## config.mk

```make
export PLATFORM = sky130hd
export DESIGN_NAME = menu_nav
export DESIGN_NICKNAME = d
export VERILOG_FILES = /design/src/rtl/menu_pkg.sv /design/src/rtl/key_repeat.sv /design/src/rtl/menu_nav.sv
export SDC_FILE = /design/constraint.sdc
export NUM_CORES = 1
export LEC_CHECK = 0
export CAP_MARGIN = 20
export CORE_MARGIN = 3
export CORE_UTILIZATION = 25
export DETAILED_ROUTE_END_ITERATION = 10
export HOLD_SLACK_MARGIN = 0.12
export PLACE_DENSITY = 0.42
export SYNTH_ARGS = -nofsm -noshare
export SYNTH_HDL_FRONTEND = slang
export SYNTH_HIERARCHICAL = 1
export SYNTH_SLANG_ARGS = --single-unit
```

## constraint.sdc

```tcl
create_clock -name clk_i -period 2.7 [get_ports clk_i]
set_input_delay 0.54 -clock clk_i [delete_from_list [all_inputs] [get_ports clk_i]]
set_output_delay 0.54 -clock clk_i [all_outputs]
set_load 0.02 [all_outputs]
```

## src/rtl/menu_pkg.sv

```systemverilog
// Shared menu geometry and sprite-ROM layout.
// The game and level screens reuse these defaults.
package menu_pkg;

    localparam int DEF_PIVOT_H    = 150;
    localparam int DEF_DARK_DX    = 2;
    localparam int DEF_PIVOT_V0   = 40;
    localparam int DEF_PITCH_V    = 40;
    localparam int DEF_BTN_W      = 100;
    localparam int DEF_BTN_H      = 30;
    localparam int DEF_LIGHT_BASE = 0;
    localparam int DEF_DARK_BASE  = 3000;
    localparam int DEF_ADDR_W     = 17;

    typedef enum logic [1:0] {
        DIR_NONE,
        DIR_UP,
        DIR_DOWN
    } navDir_e;

    function automatic int maxInt(input int a, input int b);
        return (a > b) ? a : b;
    endfunction

endpackage

```

## src/rtl/key_repeat.sv

```systemverilog
// Edge detect plus hold-to-repeat for one key level.
// step_o pulses on the press edge, then after REPEAT_DLY cycles and every REPEAT_PER cycles.
module key_repeat #(
    parameter int REPEAT_DLY = 25000000,
    parameter int REPEAT_PER = 10000000,
    parameter int CNT_W      = 25
) (
    input  logic clk_i,
    input  logic rst_ni,
    input  logic en_i,
    input  logic key_i,
    output logic step_o
);

    logic             keyPrev_q;
    logic [CNT_W-1:0] repeatCnt_q;
    logic [CNT_W-1:0] repeatCnt_d;
    logic             keyRise;

    assign keyRise = key_i & ~keyPrev_q;

    // A zero count while held means the press began while disabled, so it never repeats.
    always_comb begin
        repeatCnt_d = '0;
        step_o      = 1'b0;
        if (en_i && key_i) begin
            if (keyRise) begin
                step_o      = 1'b1;
                repeatCnt_d = CNT_W'(REPEAT_DLY);
            end else if (repeatCnt_q == CNT_W'(1)) begin
                step_o      = 1'b1;
                repeatCnt_d = CNT_W'(REPEAT_PER);
            end else if (repeatCnt_q != '0) begin
                repeatCnt_d = repeatCnt_q - CNT_W'(1);
            end
        end
    end

    always_ff @(posedge clk_i or negedge rst_ni) begin
        if (!rst_ni) begin
            keyPrev_q   <= 1'b0;
            repeatCnt_q <= '0;
        end else begin
            keyPrev_q   <= key_i;
            repeatCnt_q <= repeatCnt_d;
        end
    end

endmodule

```

## src/rtl/menu_nav.sv

```systemverilog
// Start-screen menu: keyboard cursor with auto-repeat, valid/ready selection,
// and a registered sprite-ROM address per VGA pixel.
module menu_nav
    import menu_pkg::*;
#(
    parameter int NUM_ITEMS  = 5,
    parameter int IDX_W      = 3,
    parameter int INIT_IDX   = 0,
    parameter int WRAP       = 1,
    parameter int PIVOT_H    = DEF_PIVOT_H,
    parameter int DARK_DX    = DEF_DARK_DX,
    parameter int PIVOT_V0   = DEF_PIVOT_V0,
    parameter int PITCH_V    = DEF_PITCH_V,
    parameter int BTN_W      = DEF_BTN_W,
    parameter int BTN_H      = DEF_BTN_H,
    parameter int LIGHT_BASE = DEF_LIGHT_BASE,
    parameter int DARK_BASE  = DEF_DARK_BASE,
    parameter int ADDR_W     = DEF_ADDR_W,
    parameter int REPEAT_DLY = 25000000,
    parameter int REPEAT_PER = 10000000
) (
    input  logic              clk_i,
    input  logic              rst_ni,
    input  logic              en_i,
    input  logic              key_up_i,
    input  logic              key_down_i,
    input  logic              key_sel_i,
    input  logic [9:0]        vga_h_i,
    input  logic [9:0]        vga_v_i,
    input  logic              sel_ready_i,
    output logic              sel_valid_o,
    output logic [IDX_W-1:0]  sel_idx_o,
    output logic [IDX_W-1:0]  cursor_o,
    output logic [ADDR_W-1:0] addr_o,
    output logic              pix_en_o
);

    localparam int CNT_W = $clog2(maxInt(REPEAT_DLY, REPEAT_PER) + 1);

    localparam logic [IDX_W-1:0]  LAST_IDX = IDX_W'(NUM_ITEMS - 1);
    localparam logic [ADDR_W-1:0] LIGHT_L  = ADDR_W'(PIVOT_H);
    localparam logic [ADDR_W-1:0] DARK_L   = ADDR_W'(PIVOT_H - DARK_DX);
    localparam logic [ADDR_W-1:0] BTN_W_A  = ADDR_W'(BTN_W);
    localparam logic [ADDR_W-1:0] BTN_H_A  = ADDR_W'(BTN_H);
    localparam logic [ADDR_W-1:0] PITCH_A  = ADDR_W'(PITCH_V);
    localparam logic [ADDR_W-1:0] V0_A     = ADDR_W'(PIVOT_V0);
    localparam logic [ADDR_W-1:0] LBASE_A  = ADDR_W'(LIGHT_BASE);
    localparam logic [ADDR_W-1:0] DBASE_A  = ADDR_W'(DARK_BASE);

    logic [IDX_W-1:0]  cursor_q, cursor_d;
    logic              selValid_q;
    logic [IDX_W-1:0]  selIdx_q;
    logic              selPrev_q;
    logic [ADDR_W-1:0] addr_q, addr_d;
    logic              pixEn_q, pixEn_d;

    logic    navEn, upActive, downActive, stepUp, stepDown;
    logic    selStart;
    navDir_e navDir;

    // Both keys held cancels out, so neither repeater sees an active key.
    assign upActive   = key_up_i & ~key_down_i;
    assign downActive = key_down_i & ~key_up_i;
    assign navEn      = en_i & ~selValid_q;
    assign selStart   = navEn & key_sel_i & ~selPrev_q;

    key_repeat #(
        .REPEAT_DLY (REPEAT_DLY),
        .REPEAT_PER (REPEAT_PER),
        .CNT_W      (CNT_W)
    ) u_repeat_up (
        .clk_i  (clk_i),
        .rst_ni (rst_ni),
        .en_i   (navEn),
        .key_i  (upActive),
        .step_o (stepUp)
    );

    key_repeat #(
        .REPEAT_DLY (REPEAT_DLY),
        .REPEAT_PER (REPEAT_PER),
        .CNT_W      (CNT_W)
    ) u_repeat_down (
        .clk_i  (clk_i),
        .rst_ni (rst_ni),
        .en_i   (navEn),
        .key_i  (downActive),
        .step_o (stepDown)
    );

    assign navDir = stepUp ? DIR_UP : (stepDown ? DIR_DOWN : DIR_NONE);

    always_comb begin
        cursor_d = cursor_q;
        if (!selStart) begin
            case (navDir)
                DIR_UP: begin
                    if (cursor_q == '0) cursor_d = (WRAP != 0) ? LAST_IDX : '0;
                    else                cursor_d = cursor_q - IDX_W'(1);
                end
                DIR_DOWN: begin
                    if (cursor_q == LAST_IDX) cursor_d = (WRAP != 0) ? '0 : LAST_IDX;
                    else                      cursor_d = cursor_q + IDX_W'(1);
                end
                default: cursor_d = cursor_q;
            endcase
        end
    end

    logic [9:0]        hPix, vPix;
    logic [ADDR_W-1:0] hA, vA, rowTop;

    assign hPix = vga_h_i >> 1;
    assign vPix = vga_v_i >> 1;
    assign hA   = ADDR_W'(hPix);
    assign vA   = ADDR_W'(vPix);

    // Rows never overlap vertically, so at most one row can claim a pixel.
    always_comb begin
        pixEn_d = 1'b0;
        addr_d  = '0;
        rowTop  = '0;
        for (int i = 0; i < NUM_ITEMS; i++) begin
            rowTop = V0_A + ADDR_W'(i) * PITCH_A;
            if (!pixEn_d && vA >= rowTop && vA < rowTop + BTN_H_A) begin
                if (IDX_W'(i) == cursor_q) begin
                    if (hA >= DARK_L && hA < DARK_L + BTN_W_A) begin
                        pixEn_d = 1'b1;
                        addr_d  = DBASE_A + (vA - rowTop) * BTN_W_A + (hA - DARK_L);
                    end
                end else if (hA >= LIGHT_L && hA < LIGHT_L + BTN_W_A) begin
                    pixEn_d = 1'b1;
                    addr_d  = LBASE_A + (vA - rowTop) * BTN_W_A + (hA - LIGHT_L);
                end
            end
        end
    end

    always_ff @(posedge clk_i or negedge rst_ni) begin
        if (!rst_ni) begin
            cursor_q   <= IDX_W'(INIT_IDX);
            selValid_q <= 1'b0;
            selIdx_q   <= '0;
            selPrev_q  <= 1'b0;
            addr_q     <= '0;
            pixEn_q    <= 1'b0;
        end else begin
            cursor_q  <= cursor_d;
            selPrev_q <= key_sel_i;
            addr_q    <= addr_d;
            pixEn_q   <= pixEn_d;
            if (selStart) begin
                selValid_q <= 1'b1;
                selIdx_q   <= cursor_q;
            end else if (selValid_q && sel_ready_i) begin
                selValid_q <= 1'b0;
            end
        end
    end

    assign sel_valid_o = selValid_q;
    assign sel_idx_o   = selIdx_q;
    assign cursor_o    = cursor_q;
    assign addr_o      = addr_q;
    assign pix_en_o    = pixEn_q;

endmodule

```

==> results of run 1 <==
[registers in the layout (all words and copies together), names as in the netlist]
name,cells
u_repeat_down/repeatCnt_q,25
u_repeat_up/repeatCnt_q,25
addr_o,17
cursor_o,3
sel_idx_o,3
pix_en_o,1
selPrev_q,1
sel_valid_o,1
u_repeat_down/keyPrev_q,1
u_repeat_up/keyPrev_q,1
[cell type report]
| cell class | instances | area share |
|---|---|---|
| timing repair buffer | 793 | 0.237 |
| inverter | 259 | 0.0372 |
| multi-input combinational | 1619 | 0.604 |
| tap | 846 | 0.0391 |
| clock buffer | 10 | 0.00882 |
| clock inverter | 6 | 0.00189 |
| sequential | 78 | 0.0721 |
[power by group through the flow]
stage | Sequential [mW] | Clock [mW] | Combinational (mW)
2_1_floorplan | 1.51 | 0 | 13.6
3_3_place_gp | 1.42 | 0 | 24.2
3_5_place_dp | 1.42 | 0 | 24.3
4_1_cts | 1.40 | 1.27 | 27.1
5_1_grt | 1.41 | 1.30 | 32.9
6_report | 1.40 | 1.22 | 30.3
[final timing paths]
path,from,to
setup / recovery,vga_v_i[5],addr_o[13]
max in group asynchronous,rst_ni,addr_o[4]
setup reg to reg,cursor_o[0],addr_o[4]
min in group clk_i,sel_idx_o[1],sel_idx_o[1]
hold / removal,rst_ni,addr_o[3]
hold reg to reg,sel_idx_o[1],sel_idx_o[1]
[cells by family after synthesis]
family	Yosys count	share of synthesized area
and+or+nand+nor	520	0.169
adders and majority gates	354	0.296
AOI/OAI and AO/OA	517	0.213
buffers and inverters	304	0.0726
DFF	78	0.121
xor gates and xnor gates	226	0.129
muxes	1	0.000620
[metal layers]
metal  GRT usage  vias to the layer above
li1            -                     8656
met1       0.273                     8394
met3      0.0217                       82
met5           0                        -
met4      0.0564                        0
met2       0.320                      312
[what timing repair did]
item,in CTS,in global routing
endpoints found under the setup margin,18,20
setup buffers,34,46
pin swaps,116,221
cloned,1,0
gates resized for setup,279,282
[synthesized netlist by cell type, types with 7 or more instances]
cell type,count,area share
nand2_1,96,0.022
a211oi_1,13,0.0060
o31ai_1,16,0.0074
a21o_1,31,0.014
or4_1,14,0.0065
xor2_1,83,0.045
nand3_1,43,0.013
dfrtp_1,78,0.12
o22ai_1,40,0.015
o21ai_0,82,0.025
fa_1,46,0.057
nand4_1,14,0.0054
nand3b_1,8,0.0037
a21oi_1,127,0.039
nor3b_1,7,0.0033
nor2_1,124,0.029
nor4_1,16,0.0062
clkbuf_1,27,0.0063
or3_1,20,0.0077
o21a_1,28,0.013
or2_2,7,0.0027
nor2b_1,23,0.0089
nor3_1,63,0.020
ha_1,308,0.24
o21ai_1,13,0.0040
xnor2_1,136,0.074
xnor3_1,7,0.0098
and3_1,15,0.0058
buf_2,12,0.0037
a31oi_1,22,0.0085
o21bai_1,26,0.012
and2_1,15,0.0058
inv_1,258,0.060
nand2b_1,17,0.0066
a22oi_1,18,0.0084
==> run metrics, run 1 <==
flop2flop setup slack=-0.26 ns; Clock Power Share=0.037; TritonCTS clock tree=done; Syn Area/Cell=8.07 sq um; Post-Layout Cell Count=3611; GRT Util Overall=0.196; initial antenna violation count=1; CP Depth=24; Peak supply drop=0.614 mV; Top Ports=52; top_reg_cell synth=dfrtp_1; cell area after placement=23300 sq um; Die W=260 um; RSZ-0062 raised after global routing=true; post-route setup slack=-2.48 ns; Syn Inst Count=2000; clock buffer depth=2; cell area after synthesis=16100 sq um; Placed Instances=3520; worst reg2reg path depth=11; Max Clock Freq=193 MHz; # hold bufs at CTS=0; Flop pwr share=0.042; Slew Viols, Final=0; Critical Path Most Common Cell=ha_4; PortBufs=a little under 50; Mapped Nets=between 2000 and 2500; Pre-antenna DRT Iters=5; Final Skew=0.0231 ns; first-pass GRT wire length=103000 um; Top delay family on crit path=adder cells; Design Area, Final=27100 sq um; Worst-path clk slew=0.08 ns; Pwr Density=1210 nW/um^2; share of layout cells above drive strength 1=0.449; sequential-to-total area share from yosys stat=0.121; Max stage delay on crit path=0.44 ns; min cycle time layout=5.18 ns; gr ovfl total=0; Routed met1 length=approximately 33000 um; total wire length=68100 um; Worst-Margin Slew=0.839 ns; Rel. slew slack=0.439; clk sinks=78; die area=67700 sq um; number of routed nets with antenna violations=0; Post-synth EDFFs=0; Pleak=12.7 nW; CP cell instances=buf_12, clkinvlp_4, buf_6, ha_4, ha_4, ha_4, fa_1, ha_4, o21a_1, o31ai_4, a21oi_2, nor2_4, xnor2_4, ha_4, ha_4, nor2b_4, or4_4, a311oi_4, buf_4, nor2_2, xnor2_1, o32ai_1, and2_1, or4_1; sequential cell area=1950 sq um; status=finished with violations; final RePlAce weighted congestion=1.02; Net Switching=15.2 mW; element type at the critical path end=flop; WS Path Type=input port to flop; # Max-Cap Violations=0; Synth cell types=90; WP buf/inv=4; pre-CTS setup slack=-3.76 ns; most frequent cells in the layout=buf_4 (678), inv_1 (211), ha_1 (191); Top Metal Used=met4; Die H=260 um; CP Max Fanout=5; crit path DAT=roughly 5.4 ns; CORE AREA=63400 sq um; Final Hold Viols=0; Synth Register Bits=78; Worst-Skew Late Latency=0.37 ns; CP max-delay cell=fa_1; hold_ws=around 0.22 ns; fillers=6242; largest net degree at the start of global routing=48; Setup TNS=-22.35 ns; Critical Path Source Type=input port; Multi-input gate area=16400 sq um; met3 wire len=2440 um; Pwr Total=32.9 mW; vias in the first global route=17700; Worst EP required=2.94 ns; failing checks=negative setup slack; Comb pwr share=0.920; Final period util=1.92; commonest non-fill, non-tap cell in the layout=buf_4; drc violations=0; Ant. Diodes=0; final core occ=0.427; Final nets=3141; final-report setup violation count=17; Layout area overhead=67.9%; Met2 Routed Length=31100 um; Routed wire per std cell=18.9 um; CTS H-tree depth=3; Detailed Route Iter0 Violations=868; Switching Fraction=0.460; post-DP HPWL=56900 um; Via density=4.83; Starting Density=0.255; worst hold path type=input port to async pin; Int Power=17.8 mW; Synthesis Warnings=6; CTS buffer count=9; CTS root buf=clkbuf_16; Row Count=92; Post-synth ARST share=1.00; Vias=around 17000
No activity file was read; power rests on OpenSTA's default activity.
==> run 2, diff against run 1 <==
--- a/config.mk
+++ b/config.mk
@@ -6,7 +6,7 @@
 export NUM_CORES = 1
 export LEC_CHECK = 0
 export CAP_MARGIN = 20
-export CORE_MARGIN = 3
+export CORE_MARGIN = 2
 export CORE_UTILIZATION = 25
 export DETAILED_ROUTE_END_ITERATION = 10
 export HOLD_SLACK_MARGIN = 0.12
==> run 2 against run 1 <==
  * The run still ends with negative setup slack left
  * Critical path type unchanged
  * Largest power group unchanged
  * Combinational power barely moved
  * Die area fell by 1.5%
  * First-iteration DRC count is 7.8% lower
==> run metrics, run 2 (synthesized netlist as in run 1, its figures left out) <==
status=finished with violations (unchanged); failing checks=negative setup slack (unchanged); Ant. Diodes=0 (unchanged); Via density=4.78 (was 4.83); number of routed nets with antenna violations=0 (unchanged); Final Hold Viols=0 (unchanged); largest net degree at the start of global routing=54 (was 48); Row Count=93 (was 92); min cycle time layout=5.18 ns (about the same); clk sinks=78 (unchanged); initial antenna violation count=0 (was 1); Worst EP required=2.95 ns (was 2.94 ns); CTS buffer count=9 (unchanged); final core occ=0.423 (was 0.427); commonest non-fill, non-tap cell in the layout=buf_4 (unchanged); Max Clock Freq=193 MHz (about the same); drc violations=0 (unchanged); # Max-Cap Violations=0 (unchanged); Final period util=1.92 (about the same); WS Path Type=input port to flop (unchanged); GRT Util Overall=0.190 (was 0.196); Vias=17300 (was 17400); Setup TNS=-21.15 ns (was -22.35 ns); Pwr Density=1230 nW/um^2 (was 1210 nW/um^2); Layout area overhead=68.0% (was 67.9%); Worst-Skew Late Latency=0.37 ns (about the same); Detailed Route Iter0 Violations=800 (was 868); first-pass GRT wire length=99200 um (was 103000 um); Pre-antenna DRT Iters=7 (was 5); Starting Density=0.252 (was 0.255); CORE AREA=64100 sq um (was 63400 sq um); # hold bufs at CTS=0 (unchanged); CP Max Fanout=4 (was 5); CTS H-tree depth=3 (unchanged); Placed Instances=3525 (was 3520); Critical Path Source Type=input port (unchanged); clock buffer depth=2 (unchanged); Worst-path clk slew=0.08 ns (about the same); Peak supply drop=0.600 mV (was 0.614 mV); Multi-input gate area=16400 sq um (about the same); PortBufs=49 (unchanged); post-DP HPWL=54200 um (was 56900 um); worst hold path type=input port to async pin (unchanged); Rel. slew slack=0.502 (was 0.439); Slew Viols, Final=0 (unchanged); sequential cell area=1950 sq um (unchanged); CTS root buf=clkbuf_16 (unchanged); crit path DAT=5.43 ns (about the same); Final nets=3131 (was 3141); die area=66600 sq um (was 67700 sq um); Post-Layout Cell Count=3610 (was 3611); post-route setup slack=-2.48 ns (about the same); final-report setup violation count=16 (was 17); share of layout cells above drive strength 1=0.449 (about the same); gr ovfl total=0 (unchanged); Worst-Margin Slew=0.739 ns (was 0.839 ns); Top Ports=52 (unchanged); fillers=6401 (was 6242); final RePlAce weighted congestion=0.937 (was 1.02); Final Skew=0.0205 ns (was 0.0231 ns); Pleak=12.7 nW (about the same); RSZ-0062 raised after global routing=true (unchanged); total wire length=64700 um (was 68100 um); element type at the critical path end=flop (unchanged); Die W=258 um (was 260 um); TritonCTS clock tree=done (unchanged); Die H=258 um (was 260 um); Routed wire per std cell=17.9 um (was 18.9 um); vias in the first global route=17400 (was 17700); most frequent cells in the layout=buf_4 (670), inv_1 (216), ha_1 (192) (was buf_4 (678), inv_1 (211), ha_1 (191))
==> run 2: cell count changes in the layout (fill, tap and decap cells not counted), moves of 6 or more <==
cell | previous run | this run
o21ai_2 | 7 | 13
buf_8 | 0 | 7
buf_4 | 678 | 670
a21oi_2 | 24 | 33
buf_6 | 58 | 49
a21oi_1 | 88 | 79
inv_2 | 38 | 29
==> run 2: metal layers <==
layer / vias up / track usage / routed length (um)
met5: - / 0 / 0
met4: 0 / 0.0597 / 2220
met3: 88 / 0.0168 / 2360
met2: 327 / 0.317 / 29900
met1: 8234 / 0.258 / 30200
li1: 8624 / - / -
==> run 2: cell type report <==
class	instances	area share
multi-input combinational	1618	0.605
timing repair buffer	784	0.235
sequential	78	0.0721
tap	855	0.0394
inverter	259	0.0374
clock buffer	9	0.00830
clock inverter	7	0.00295
==> run 2: path summary, 6_finish.rpt <==
path | from | endpoint | slack (ns) | cells after the start
max | vga_v_i[5] | addr_o[13] | -2.48 | 25
min | rst_ni | u_repeat_down/repeatCnt_q[10] | 0.23 | 1
max reg2reg | cursor_o[1] | addr_o[2] | -0.10 | 12
min reg2reg | sel_idx_o[2] | sel_idx_o[2] | 0.48 | 2
max in group asynchronous | rst_ni | u_repeat_up/repeatCnt_q[4] | 1.83 | 2
min in group clk_i | sel_idx_o[2] | sel_idx_o[2] | 0.48 | 2
==> run 2: stage by stage <==
step	cell area, sq um	total power, mW	setup WS [ns]	hold slack [ns]
finish	27100	33.3	-2.48	0.235
global placement	23400	25.4	-3.69	0.468
floorplan	16900	15.1	-2.54	0.244
global route	27100	36.0	-2.67	0.301
detailed placement	23400	25.6	-3.74	0.474
CTS	25600	30.2	-2.61	0.255
==> run 2: what timing repair did <==
item                                    4_1_cts  5_1_grt
endpoints found under the setup margin       18       20
cloned                                        0        0
setup buffers                                41       38
pin swaps                                   170      210
gates resized for setup                     333      244
==> run 2: worst max-delay path, stage by stage <==
cell	delay, ns
buf_12	0.10
clkinvlp_4	0.12
ha_4	0.31
xnor2_4	0.16
ha_1	0.29
inv_2	0.04
fa_1	0.51
inv_2	0.04
ha_4	0.28
o21a_1	0.16
o31ai_4	0.09
a21oi_2	0.15
nor2_2	0.06
xnor2_2	0.20
ha_1	0.29
ha_4	0.25
nor2b_4	0.13
or4_4	0.43
a311oi_4	0.26
buf_4	0.16
nor2_1	0.04
xnor2_1	0.15
o32ai_1	0.09
and2_4	0.16
or4_4	0.40
==> run 2: power by group <==
group | internal (mW) | switching, mW | total [mW]
registers | 1.29 | 0.110 | 1.40
clock network | 0.732 | 0.585 | 1.32
logic | 16.1 | 14.5 | 30.6
==> run 3, diff against run 2 <==
--- a/config.mk
+++ b/config.mk
@@ -7,10 +7,10 @@
 export LEC_CHECK = 0
 export CAP_MARGIN = 20
 export CORE_MARGIN = 2
-export CORE_UTILIZATION = 25
+export CORE_UTILIZATION = 30
 export DETAILED_ROUTE_END_ITERATION = 10
 export HOLD_SLACK_MARGIN = 0.12
-export PLACE_DENSITY = 0.42
+export PLACE_DENSITY = 0.47
 export SYNTH_ARGS = -nofsm -noshare
 export SYNTH_HDL_FRONTEND = slang
 export SYNTH_HIERARCHICAL = 1
==> run 3 against run 2 <==
  * The run still ends with negative setup slack left
  * Sequential power barely moved
  * Via count rose by 1.1%
  * Total power fell by 4.1%
==> run metrics, run 3 (synthesized netlist as in run 1, its figures left out) <==
post-route setup slack=-2.43 ns (was -2.48 ns); share of layout cells above drive strength 1=0.443 (was 0.449); Layout area overhead=65.4% (was 68.0%); failing checks=negative setup slack (unchanged); TritonCTS clock tree=done (unchanged); pre-CTS setup slack=-3.57 ns (was -3.74 ns); die area=55700 sq um (was 66600 sq um); Die H=236 um (was 258 um); Final Hold Viols=0 (unchanged); Placed Instances=3372 (was 3525); commonest non-fill, non-tap cell in the layout=buf_4 (unchanged); final-report setup violation count=15 (was 16); Vias=17500 (was 17300); PortBufs=49 (unchanged); clk sinks=78 (unchanged); gr ovfl total=0 (unchanged); Slew Viols, Final=0 (unchanged); # Max-Cap Violations=0 (unchanged); Max Clock Freq=195 MHz (was 193 MHz); Post-Layout Cell Count=3444 (was 3610); Final period util=1.90 (was 1.92); Setup crit end=addr_o[15] (was addr_o[13]); number of routed nets with antenna violations=0 (unchanged); Pleak=12.6 nW (was 12.7 nW); clock buffer depth=2 (unchanged); # hold bufs at CTS=0 (unchanged); initial antenna violation count=0 (unchanged); flop2flop setup slack=-0.16 ns (was -0.10 ns); Detailed Route Iter0 Violations=943 (was 800); Starting Density=0.302 (was 0.252); first-pass GRT wire length=101000 um (was 99200 um); CP cell instances=buf_8, clkinvlp_4, buf_12, ha_4, ha_4, ha_4, fa_1, ha_4, o21a_1, o31ai_4, a21oi_1, nor2_1, xnor2_2, ha_4, ha_4, nor2b_4, or4_4, a311oi_2, o31ai_1, xor2_1, a221o_1, nor4_2, nand4_1; total wire length=66300 um (was 64700 um); worst reg2reg path depth=11 (was 12); Via density=5.07 (was 4.78); GRT Util Overall=0.234 (was 0.190); Crit Reg-Reg Startpoint=cursor_o[0] (was cursor_o[1]); Worst-Margin Slew=0.918 ns (was 0.739 ns); largest net degree at the start of global routing=45 (was 54); Peak supply drop=0.604 mV (was 0.600 mV); CP Max Fanout=3 (was 4); CP max-delay cell=fa_1 (unchanged); Critical Path Source Type=input port (unchanged); vias in the first global route=17600 (was 17400); Final Skew=0.0182 ns (was 0.0205 ns); FF-to-FF End=addr_o[4] (was addr_o[2]); Critical Path Most Common Cell=ha_4 (unchanged); element type at the critical path end=flop (unchanged); Pwr Density=1200 nW/um^2 (was 1230 nW/um^2); Worst EP required=2.95 ns (about the same); RSZ-0062 raised after global routing=true (unchanged); Die W=236 um (was 258 um); CTS root buf=clkbuf_16 (unchanged); crit path DAT=5.39 ns (was 5.43 ns); CORE AREA=53500 sq um (was 64100 sq um); most frequent cells in the layout=buf_4 (660), inv_1 (219), ha_1 (189) (was buf_4 (670), inv_1 (216), ha_1 (192)); final RePlAce weighted congestion=1.03 (was 0.937); Final nets=3125 (was 3131); Routed wire per std cell=19.2 um (was 17.9 um); CP startpoint=vga_v_i[5] (unchanged); Max stage delay on crit path=0.53 ns (was 0.51 ns); drc violations=0 (unchanged); CTS buffer count=9 (unchanged); WS Path Type=input port to flop (unchanged); Rel. slew slack=0.383 (was 0.502); Top Ports=52 (unchanged); Worst-path clk slew=0.08 ns (about the same); min cycle time layout=5.13 ns (was 5.18 ns); Row Count=85 (was 93); status=finished with violations (unchanged); Ant. Diodes=0 (unchanged); post-DP HPWL=55000 um (was 54200 um); CTS H-tree depth=3 (unchanged); worst hold path type=input port to async pin (unchanged); Worst-Skew Late Latency=0.38 ns (was 0.37 ns); Pre-antenna DRT Iters=5 (was 7)
[run 3: changes by cell type in the layout (fill, tap and decap cells not counted), moves of 5 or more]
cell     delta
o21ai_0     +5
a21oi_2     -6
a21oi_1     +7
xnor2_2     +8
xnor2_4     -6
nor2_1      -6
nor2_2      +8
nor3_1      -5
buf_4      -10
[run 3: worst min path at each step]
stage,cells past startpoint,slack [ns],end,start
2_1_floorplan,0,0.24,addr_o[0],rst_ni
3_5_place_dp,2,0.47,sel_idx_o[2],sel_idx_o[2]
3_3_place_gp,2,0.46,sel_idx_o[2],sel_idx_o[2]
4_1_cts,1,0.12,u_repeat_down/repeatCnt_q[18],rst_ni
6_report,1,0.12,u_repeat_down/repeatCnt_q[23],rst_ni
5_1_grt,1,0.16,u_repeat_down/repeatCnt_q[23],rst_ni
[run 3: final cells by class]
class	instances	area, sq um
clock inverter	5	36.3
clock buffer	10	229
tap	696	871
multi-input combinational	1618	16300
inverter	259	1000
sequential	78	1950
fill	5031	26800
timing repair buffer	778	6350
[run 3: routing by layer]
layer | up-vias | track usage | wire (um)
met5 | - | 0 | 0
met4 | 0 | 0.0878 | 2560
met3 | 98 | 0.0149 | 1990
met2 | 409 | 0.405 | 31600
met1 | 8340 | 0.306 | 30100
li1 | 8623 | - | -
[run 3: stage by stage]
stage	area, sq um	power, mW	utilization	hold slack (ns)	TNS, ns
2_1_floorplan	16900	15.1	-	0.244	-18.49
3_3_place_gp	23300	25.2	0.435	0.462	-40.33
3_5_place_dp	23300	25.4	0.435	0.471	-40.77
4_1_cts	25700	29.8	0.480	0.121	-20.64
5_1_grt	26700	34.4	0.499	0.156	-22.68
6_report	26700	31.9	0.499	0.123	-20.94
[run 3: report_power, final]
part | internal [mW] | switching [mW]
registers | 1.29 | 0.102
logic | 15.3 | 14.0
clock network | 0.619 | 0.562
[run 3: timing repair]
| item | CTS | global route |
|---|---|---|
| resized for setup | 365 | 173 |
| pin swaps | 218 | 127 |
| cloned | 0 | 0 |
| setup buffers | 49 | 17 |
| setup endpoints to repair | 18 | 18 |
[run 3: worst max-delay path, delay by kind of cell]
| kind | cells | cell delay, ns |
|---|---|---|
| AND/OR/NAND/NOR | 5 | 0.95 |
| adder cells (fa/ha/maj) | 7 | 2.05 |
| XOR/XNOR | 2 | 0.37 |
| buffers and inverters | 3 | 0.34 |
| AO/OA/AOI/OAI | 6 | 1.14 |
